### src/rtl/dot_peak_search_pkg.sv
// Shared definitions for the dot-product peak search: FSM state encoding and
// the width of a full-precision complex power.
package dot_peak_search_pkg;

  localparam logic [0:0] ACCUM = 1'b0;
  localparam logic [0:0] HOLD  = 1'b1;

  // i*i + q*q for two signed bits-wide operands never needs more than 2*bits+1 bits.
  function automatic int unsigned power_width(input int unsigned bits);
    return 2 * bits + 1;
  endfunction

endpackage

### src/rtl/dot_peak_search_cpx_power.sv
// Stage 1 of the peak search: registers i*i + q*q at full precision together
// with the frame index and last-of-frame flag of the accepted product.
module cpx_power
  import dot_peak_search_pkg::*;
#(
  parameter int unsigned bits       = 24,
  parameter int unsigned index_bits = 6
) (
  input  logic                          clk,
  input  logic                          reset,
  input  logic                          valid_i,
  input  logic signed [bits-1:0]        i_i,
  input  logic signed [bits-1:0]        q_i,
  input  logic [index_bits-1:0]         index_i,
  input  logic                          last_i,
  output logic                          valid_o,
  output logic [power_width(bits)-1:0]  power_o,
  output logic [index_bits-1:0]         index_o,
  output logic                          last_o
);

  localparam int unsigned PW = power_width(bits);

  logic signed [2*bits-1:0] i_ext, q_ext, ii_sq, qq_sq;
  logic [PW-1:0]            power_d;

  // Squares are never negative, so each fits the signed 2*bits product and
  // can be zero-extended before the sum.
  always_comb begin
    i_ext   = {{bits{i_i[bits-1]}}, i_i};
    q_ext   = {{bits{q_i[bits-1]}}, q_i};
    ii_sq   = i_ext * i_ext;
    qq_sq   = q_ext * q_ext;
    power_d = {1'b0, ii_sq} + {1'b0, qq_sq};
  end

  always_ff @(posedge clk) begin
    if (reset) begin
      valid_o <= 1'b0;
      power_o <= '0;
      index_o <= '0;
      last_o  <= 1'b0;
    end else begin
      valid_o <= valid_i;
      power_o <= power_d;
      index_o <= index_i;
      last_o  <= valid_i && last_i;
    end
  end

endmodule

### src/rtl/dot_peak_search.sv
// Finds the frame position of the largest i*i+q*q over a frame of dot products
// and presents it on a valid/ready result port; input is stalled until taken.
module dot_peak_search
  import dot_peak_search_pkg::*;
#(
  parameter int unsigned i_bits     = 24,
  parameter int unsigned q_bits     = 24,
  parameter int unsigned frame_len  = 64,
  parameter int unsigned index_bits = 6
) (
  input  logic                            clk,
  input  logic                            reset,
  input  logic                            m_axis_product_tvalid,
  input  logic signed [i_bits-1:0]        i,
  input  logic signed [q_bits-1:0]        q,
  output logic                            s_axis_product_tready,
  input  logic                            m_axis_peak_tready,
  output logic                            s_axis_peak_tvalid,
  output logic [index_bits-1:0]           peak_index,
  output logic [power_width(i_bits)-1:0]  peak_power
);

  localparam int unsigned           PW         = power_width(i_bits);
  localparam logic [index_bits-1:0] LAST_INDEX = index_bits'(frame_len - 1);

  logic [0:0]            state_q, state_d;
  logic [index_bits-1:0] index_q, index_d;
  logic                  accept, accept_last, peak_hs;

  logic                  s1_valid, s1_last;
  logic [PW-1:0]         s1_power;
  logic [index_bits-1:0] s1_index;

  logic [PW-1:0]         max_power_q, max_power_d;
  logic [index_bits-1:0] max_index_q, max_index_d;
  logic                  s2_last_q;

  logic                  peak_valid_q;
  logic [index_bits-1:0] peak_index_q;
  logic [PW-1:0]         peak_power_q;

  assign s_axis_product_tready = (state_q == ACCUM);
  assign accept                = m_axis_product_tvalid && s_axis_product_tready;
  assign accept_last           = accept && (index_q == LAST_INDEX);
  assign peak_hs               = peak_valid_q && m_axis_peak_tready;

  cpx_power #(
    .bits       (i_bits),
    .index_bits (index_bits)
  ) u_cpx_power (
    .clk     (clk),
    .reset   (reset),
    .valid_i (accept),
    .i_i     (i),
    .q_i     (q),
    .index_i (index_q),
    .last_i  (accept_last),
    .valid_o (s1_valid),
    .power_o (s1_power),
    .index_o (s1_index),
    .last_o  (s1_last)
  );

  // NOTE: every always_comb output gets a default first so no path can infer a latch.
  always_comb begin
    state_d     = state_q;
    index_d     = index_q;
    max_power_d = max_power_q;
    max_index_d = max_index_q;

    if (accept) index_d = accept_last ? '0 : index_q + index_bits'(1);

    if (accept_last)  state_d = HOLD;
    else if (peak_hs) state_d = ACCUM;

    // Index 0 restarts the search; strict compare keeps the earliest of equal peaks.
    if (peak_hs) begin
      max_power_d = '0;
      max_index_d = '0;
    end else if (s1_valid && (s1_index == '0 || s1_power > max_power_q)) begin
      max_power_d = s1_power;
      max_index_d = s1_index;
    end
  end

  // NOTE: sequential state uses non-blocking assignments so all registers see pre-edge values.
  always_ff @(posedge clk) begin
    if (reset) begin
      state_q      <= ACCUM;
      index_q      <= '0;
      max_power_q  <= '0;
      max_index_q  <= '0;
      s2_last_q    <= 1'b0;
      peak_valid_q <= 1'b0;
      peak_index_q <= '0;
      peak_power_q <= '0;
    end else begin
      state_q     <= state_d;
      index_q     <= index_d;
      max_power_q <= max_power_d;
      max_index_q <= max_index_d;
      s2_last_q   <= s1_valid && s1_last;
      if (s2_last_q) begin
        peak_valid_q <= 1'b1;
        peak_index_q <= max_index_q;
        peak_power_q <= max_power_q;
      end else if (peak_hs) begin
        peak_valid_q <= 1'b0;
      end
    end
  end

  assign s_axis_peak_tvalid = peak_valid_q;
  assign peak_index         = peak_index_q;
  assign peak_power         = peak_power_q;

endmodule

### config.mk
export PLATFORM = sky130hd
export DESIGN_NAME = dot_peak_search
export DESIGN_NICKNAME = d
export VERILOG_FILES = /design/src/rtl/dot_peak_search_pkg.sv /design/src/rtl/dot_peak_search_cpx_power.sv /design/src/rtl/dot_peak_search.sv
export SDC_FILE = /design/constraint.sdc
export NUM_CORES = 2
export LEC_CHECK = 0
export CORE_AREA = 4 4 307 460
export CTS_BUF_LIST = sky130_fd_sc_hd__clkbuf_2 sky130_fd_sc_hd__clkbuf_4 sky130_fd_sc_hd__clkbuf_8
export CTS_CLUSTER_DIAMETER = 80
export CTS_CLUSTER_SIZE = 30
export DETAILED_ROUTE_END_ITERATION = 7
export DIE_AREA = 0 0 311 464
export PLACE_DENSITY_LB_ADDON = 0.2
export SYNTH_ARGS = -nofsm -noshare
export SYNTH_HDL_FRONTEND = slang
export SYNTH_SLANG_ARGS = --single-unit
### constraint.sdc
create_clock -name clk -period 11.2 [get_ports clk]
set_clock_uncertainty 0.1 [all_clocks]
set_input_delay 2.8 -clock clk [delete_from_list [all_inputs] [get_ports clk]]
set_output_delay 2.8 -clock clk [all_outputs]
set_load 0.05 [all_outputs]
# Yosys cells after proc, flatten, opt, wreduce, memory -nomap -nowiden
# Cells that the tools add are included.
# op_classes
addsub	2
mul	2
div	0
magnitude_cmp	1
eq_ne	1
shifts	0
n_mux	4
bitwise	1
reduce_logical	11
# op_table
operator	count
$mul 24x24->48	2
$add 48x48->49	1
$gt 49x49->1	1
$add 6x1->6 const B	1
$eq 6x6->1 const B	1
$logic_and 1x1->1	6
$logic_not 6->1	1
$mux 6	1
$reduce_bool 2->1	2
$mux 1	3
$reduce_or 2->1	1
$logic_or 1x1->1	1
$not 1->1	1
# totals
register_bits	176
latch_bits	0
ram_bits	0
rom_bits	0
in_bits	52
output_inout_bits	57
elab_cells	34
n_memories	0

# Depth between registers and ports, before layout
# logic_depth
depth_word	4
depth_mapped	38
ltp_nobuf	35

# Hierarchy
# Synthesis repeated with hierarchy kept, for this count alone.
# hier_totals
hier_cells	5137
area_unflattened_um2	47620.7
# modules_own_cells
module	n_inst	cells_per_inst	area_per_inst_um2	seq_area_each_um2
cpx_power	1	4497	41848.9	1141.1
dot_peak_search	1	640	5771.8	2382.3

# Worst setup path before layout
# Ideal clock, no wire load.
# synth_timing
kind	input to register
startpoint	in q[23]
endpoint	reg u_cpx_power.power_o[45]
setup_time_ns	0.122
arrival_time_ns	11.056
required_ns	10.978
slack_ns	-0.078
cell_stages	35
n_path_buf	3
cell_sequence	clkbuf_1 clkbuf_1 nand2_1 inv_1 fa_1 fa_1 inv_1 fa_1 inv_1 fa_1 fa_1 fa_1 inv_1 fa_1 inv_1 ha_1 a21o_1 a21o_1 a21oi_1 nand2_1 o31ai_2 o21bai_1 a21oi_1 xnor2_1 ha_1 clkbuf_1 a21oi_1 o21bai_1 a21o_1 a21o_1 a21o_1 a21oi_1 nor2b_1 a311o_1 a311o_1
# synth_via
elab_chain_len	2
# synth_rtl
item	line	rtl
from (decl)	dot_peak_search.sv:15	input logic signed [q_bits-1:0] q,
$mul 24x24->48	dot_peak_search_cpx_power.sv:33	qq_sq = q_ext * q_ext;
$add 48x48->49	dot_peak_search_cpx_power.sv:34	power_d = {1'b0, ii_sq} + {1'b0, qq_sq};
to (signal assigned)	dot_peak_search_cpx_power.sv:45	power_o <= power_d;
to (decl)	dot_peak_search_cpx_power.sv:17	output logic [power_width(bits)-1:0] power_o,
# Every way passes these cells.
# A chain may end at the register's enable or synchronous reset.

# Worst setup path in the final report
# layout_timing
startpoint	in q[9]
endpoint	reg u_cpx_power.power_o[46]
# The elaborated chain is that of the path after synthesis.

==> metrics.txt <==
Final WS setup=273 ps; CP required=11530 ps; status=finished clean; most frequent cell after synthesis=inv_1; CTS tree=yes; Yosys cell types=92; Initial Util=0.347; crit end category=flop; dpl ws=-992 ps; maxcap violations=0; post-synthesis sequential area ratio=0.0738; number of synthesized flops with an enable pin=0; Worst setup SP type=primary input; Main synth FF type=dfxtp_1; Critical Path AT=11260 ps; GR Util met2=0.383; Mapped Cells=5129; syn_area_per_cell=9.30 um2; ys async rst share=0; R2R Path Start=max_power_q[46]; Die Area=0.144 mm2; Rows=167; Syn Nets=6682; drt pass-1 iters=5; IO Pins=109; layout cells sized above 1=0.196; Fillers=13763; Hold Violations, Final=0; #FFs+latches synth=176; Post-Layout Cell Count=7737; total gr overflow=0; mean routed wirelength per cell=17.3 um; FMAX=91.5 MHz; area of the multi-input gates=0.0393 mm2; Tcrit/Tclk final=0.976; top cell type's share of synthesized area=0.467; cell mode on critical path=inv_1; synth top area cells=fa_1 (47%), inv_1 (11%), ha_1 (10%); Worst setup startpoint=q[9]; Tmin final=10930 ps; peak fanout along the critical path=8; Rel. slew slack=0.274; grt met3 use=0.0112; critical hold path startpoint=u_cpx_power.last_o; dpl cells=7654; fin. max-slew vios=0; routed wire length=134 mm; Skew-Pair Late Insertion Delay=550 ps; Chip Width=311 um; 1st-iter DRT viols=1341; Longest Clk Path Bufs=2; Core Footprint=0.137 mm2; Via-to-Cell Ratio=4.63; GRT met1 Usage=0.205; first-pass GRT wire length=215 mm; nets=7502; Die H=464 um; Yosys top cell by area=fa_1; residual DRC count=0; GRT busiest layer=met2; vias in the first global route=40817; synth cell count leaders=inv_1 (1415), fa_1 (1112), nand2_1 (524); I/O Buffers=108; antenna violations before repair=1; setup tns final=0 ps; Hold Crit Class=reg -> reg; Mapped Area=0.0477 mm2; Root Buffer=clkbuf_8; hpwl dp=118 mm; largest net degree at the start of global routing=100; CTS clk-pin slew, worst paths=100 ps; synth warn=0; DRT antenna net count=0; Worst-Margin Slew=1090 ps; highest-delay cell along the critical path=fa_2; Setup CP Type=in -> reg; DR vias=35852; clock sink total=176; Finish-stage setup viols=0; total track usage=0.188; Reg area=0.00353 mm2; Area growth syn-to-layout=23.5%; Placer Congestion=0.898; Slowest Stage Delay on Critical Path=570 ps; CTS Buf Count=17; Util after Layout=0.429; H-tree depth=4
==> placed cells by master, fill, tap and decap left out, drive strengths merged, types with 7 or more instances in the layout <==
| cell type | netlist | final |
|---|---|---|
| dfxtp | 176 | 176 |
| a31oi | 18 | 18 |
| a211oi | 14 | 14 |
| o21bai | 13 | 13 |
| xnor2 | 104 | 104 |
| xor2 | 46 | 46 |
| o211ai | 13 | 13 |
| nor2 | 196 | 196 |
| buf | 11 | 843 |
| or2 | 8 | 8 |
| nand4 | 31 | 31 |
| and2 | 204 | 204 |
| o31ai | 10 | 10 |
| or3 | 9 | 9 |
| inv | 1415 | 1416 |
| nand3 | 24 | 24 |
| a21o | 90 | 90 |
| nand2 | 524 | 524 |
| nor2b | 67 | 67 |
| clkdlybuf4s50 | 0 | 61 |
| fa | 1112 | 1112 |
| clkbuf | 142 | 25 |
| mux2 | 9 | 9 |
| clkinv | 0 | 7 |
| o22ai | 11 | 11 |
| dlymetal6s2s | 0 | 38 |
| nand2b | 23 | 23 |
| o21ai | 73 | 73 |
| nor3 | 35 | 35 |
| ha | 389 | 389 |
| a21oi | 122 | 122 |
| and3 | 19 | 19 |
| o21a | 23 | 23 |
| a21boi | 7 | 7 |
| mux2i | 107 | 107 |
==> per-stage QoR <==
stage                     hold WS (ps)  area [um2]
after floorplan                    302       47700
after global placement             304       56600
after detailed placement           307       56600
after CTS                          319       57300
after global routing               353       58900
final                              316       58900
==> routing by layer <==
| metal | part of all wire | vias to the layer above | routed length (um) |
|---|---|---|---|
| li1 | - | 16900 | - |
| met1 | 0.37 | 18314 | 50000 |
| met2 | 0.57 | 465 | 76400 |
| met3 | 0.018 | 173 | 2350 |
| met4 | 0.035 | 0 | 4730 |
| met5 | 0 | - | 0 |
==> critical path: cells and delay by family <==
kind	cells	cell delay (ps)
adders and majority gates	9	3810
buffers and inverters	7	1040
and+or+nand+nor	5	810
xor gates and xnor gates	1	150
muxes	1	330
AOI/OAI and AO/OA	12	2300
==> area by class of cell <==
cell class	count	area share
Antenna cell	1	0.0000425
Clock buffer	19	0.00444
Clock inverter	13	0.00297
Inverter	1415	0.0903
Multi-Input combinational cell	3385	0.667
Sequential cell	176	0.0599
Tap cell	1774	0.0377
Timing Repair Buffer	954	0.138
==> flip-flops by register name, summed over array words and instances (netlist names) <==
signal	count
max_power_q	49
peak_power	49
u_cpx_power.power_o	49
index_q	6
max_index_q	6
peak_index	6
u_cpx_power.index_o	6
s2_last_q	1
s_axis_peak_tvalid	1
state_q	1
u_cpx_power.last_o	1
u_cpx_power.valid_o	1
==> path summary, 6_finish.rpt <==
| check | to | slack [ps] | depth (start not counted) |
|---|---|---|---|
| worst min register to register | s2_last_q | 320 | 2 |
| worst max-delay path | u_cpx_power.power_o[46] | 270 | 35 |
| worst min-delay path | s2_last_q | 320 | 2 |
| worst max register to register | max_power_q[13] | 6850 | 11 |
==> cells by family after synthesis <==
group,count (synthesis),share of synthesized area
AO/OA/AOI/OAI,454,0.0657
XOR/XNOR,150,0.0275
adder cells (fa/ha/maj),1501,0.569
buffers and inverters,1568,0.125
flip-flops,176,0.0738
multiplexers,116,0.0247
AND/OR/NAND/NOR,1164,0.115
==> repair_timing <==
item | CTS | global route
endpoints found under the setup margin | 17 | 26
hold buffers | 0 | 0
gates cloned | 0 | 6
pin swaps | 25 | 180
gates resized for setup | 51 | 344
setup buffers | 7 | 37
Power is not shown: default switching activity piles up to over one toggle a cycle in this logic, so the estimate is an artifact.
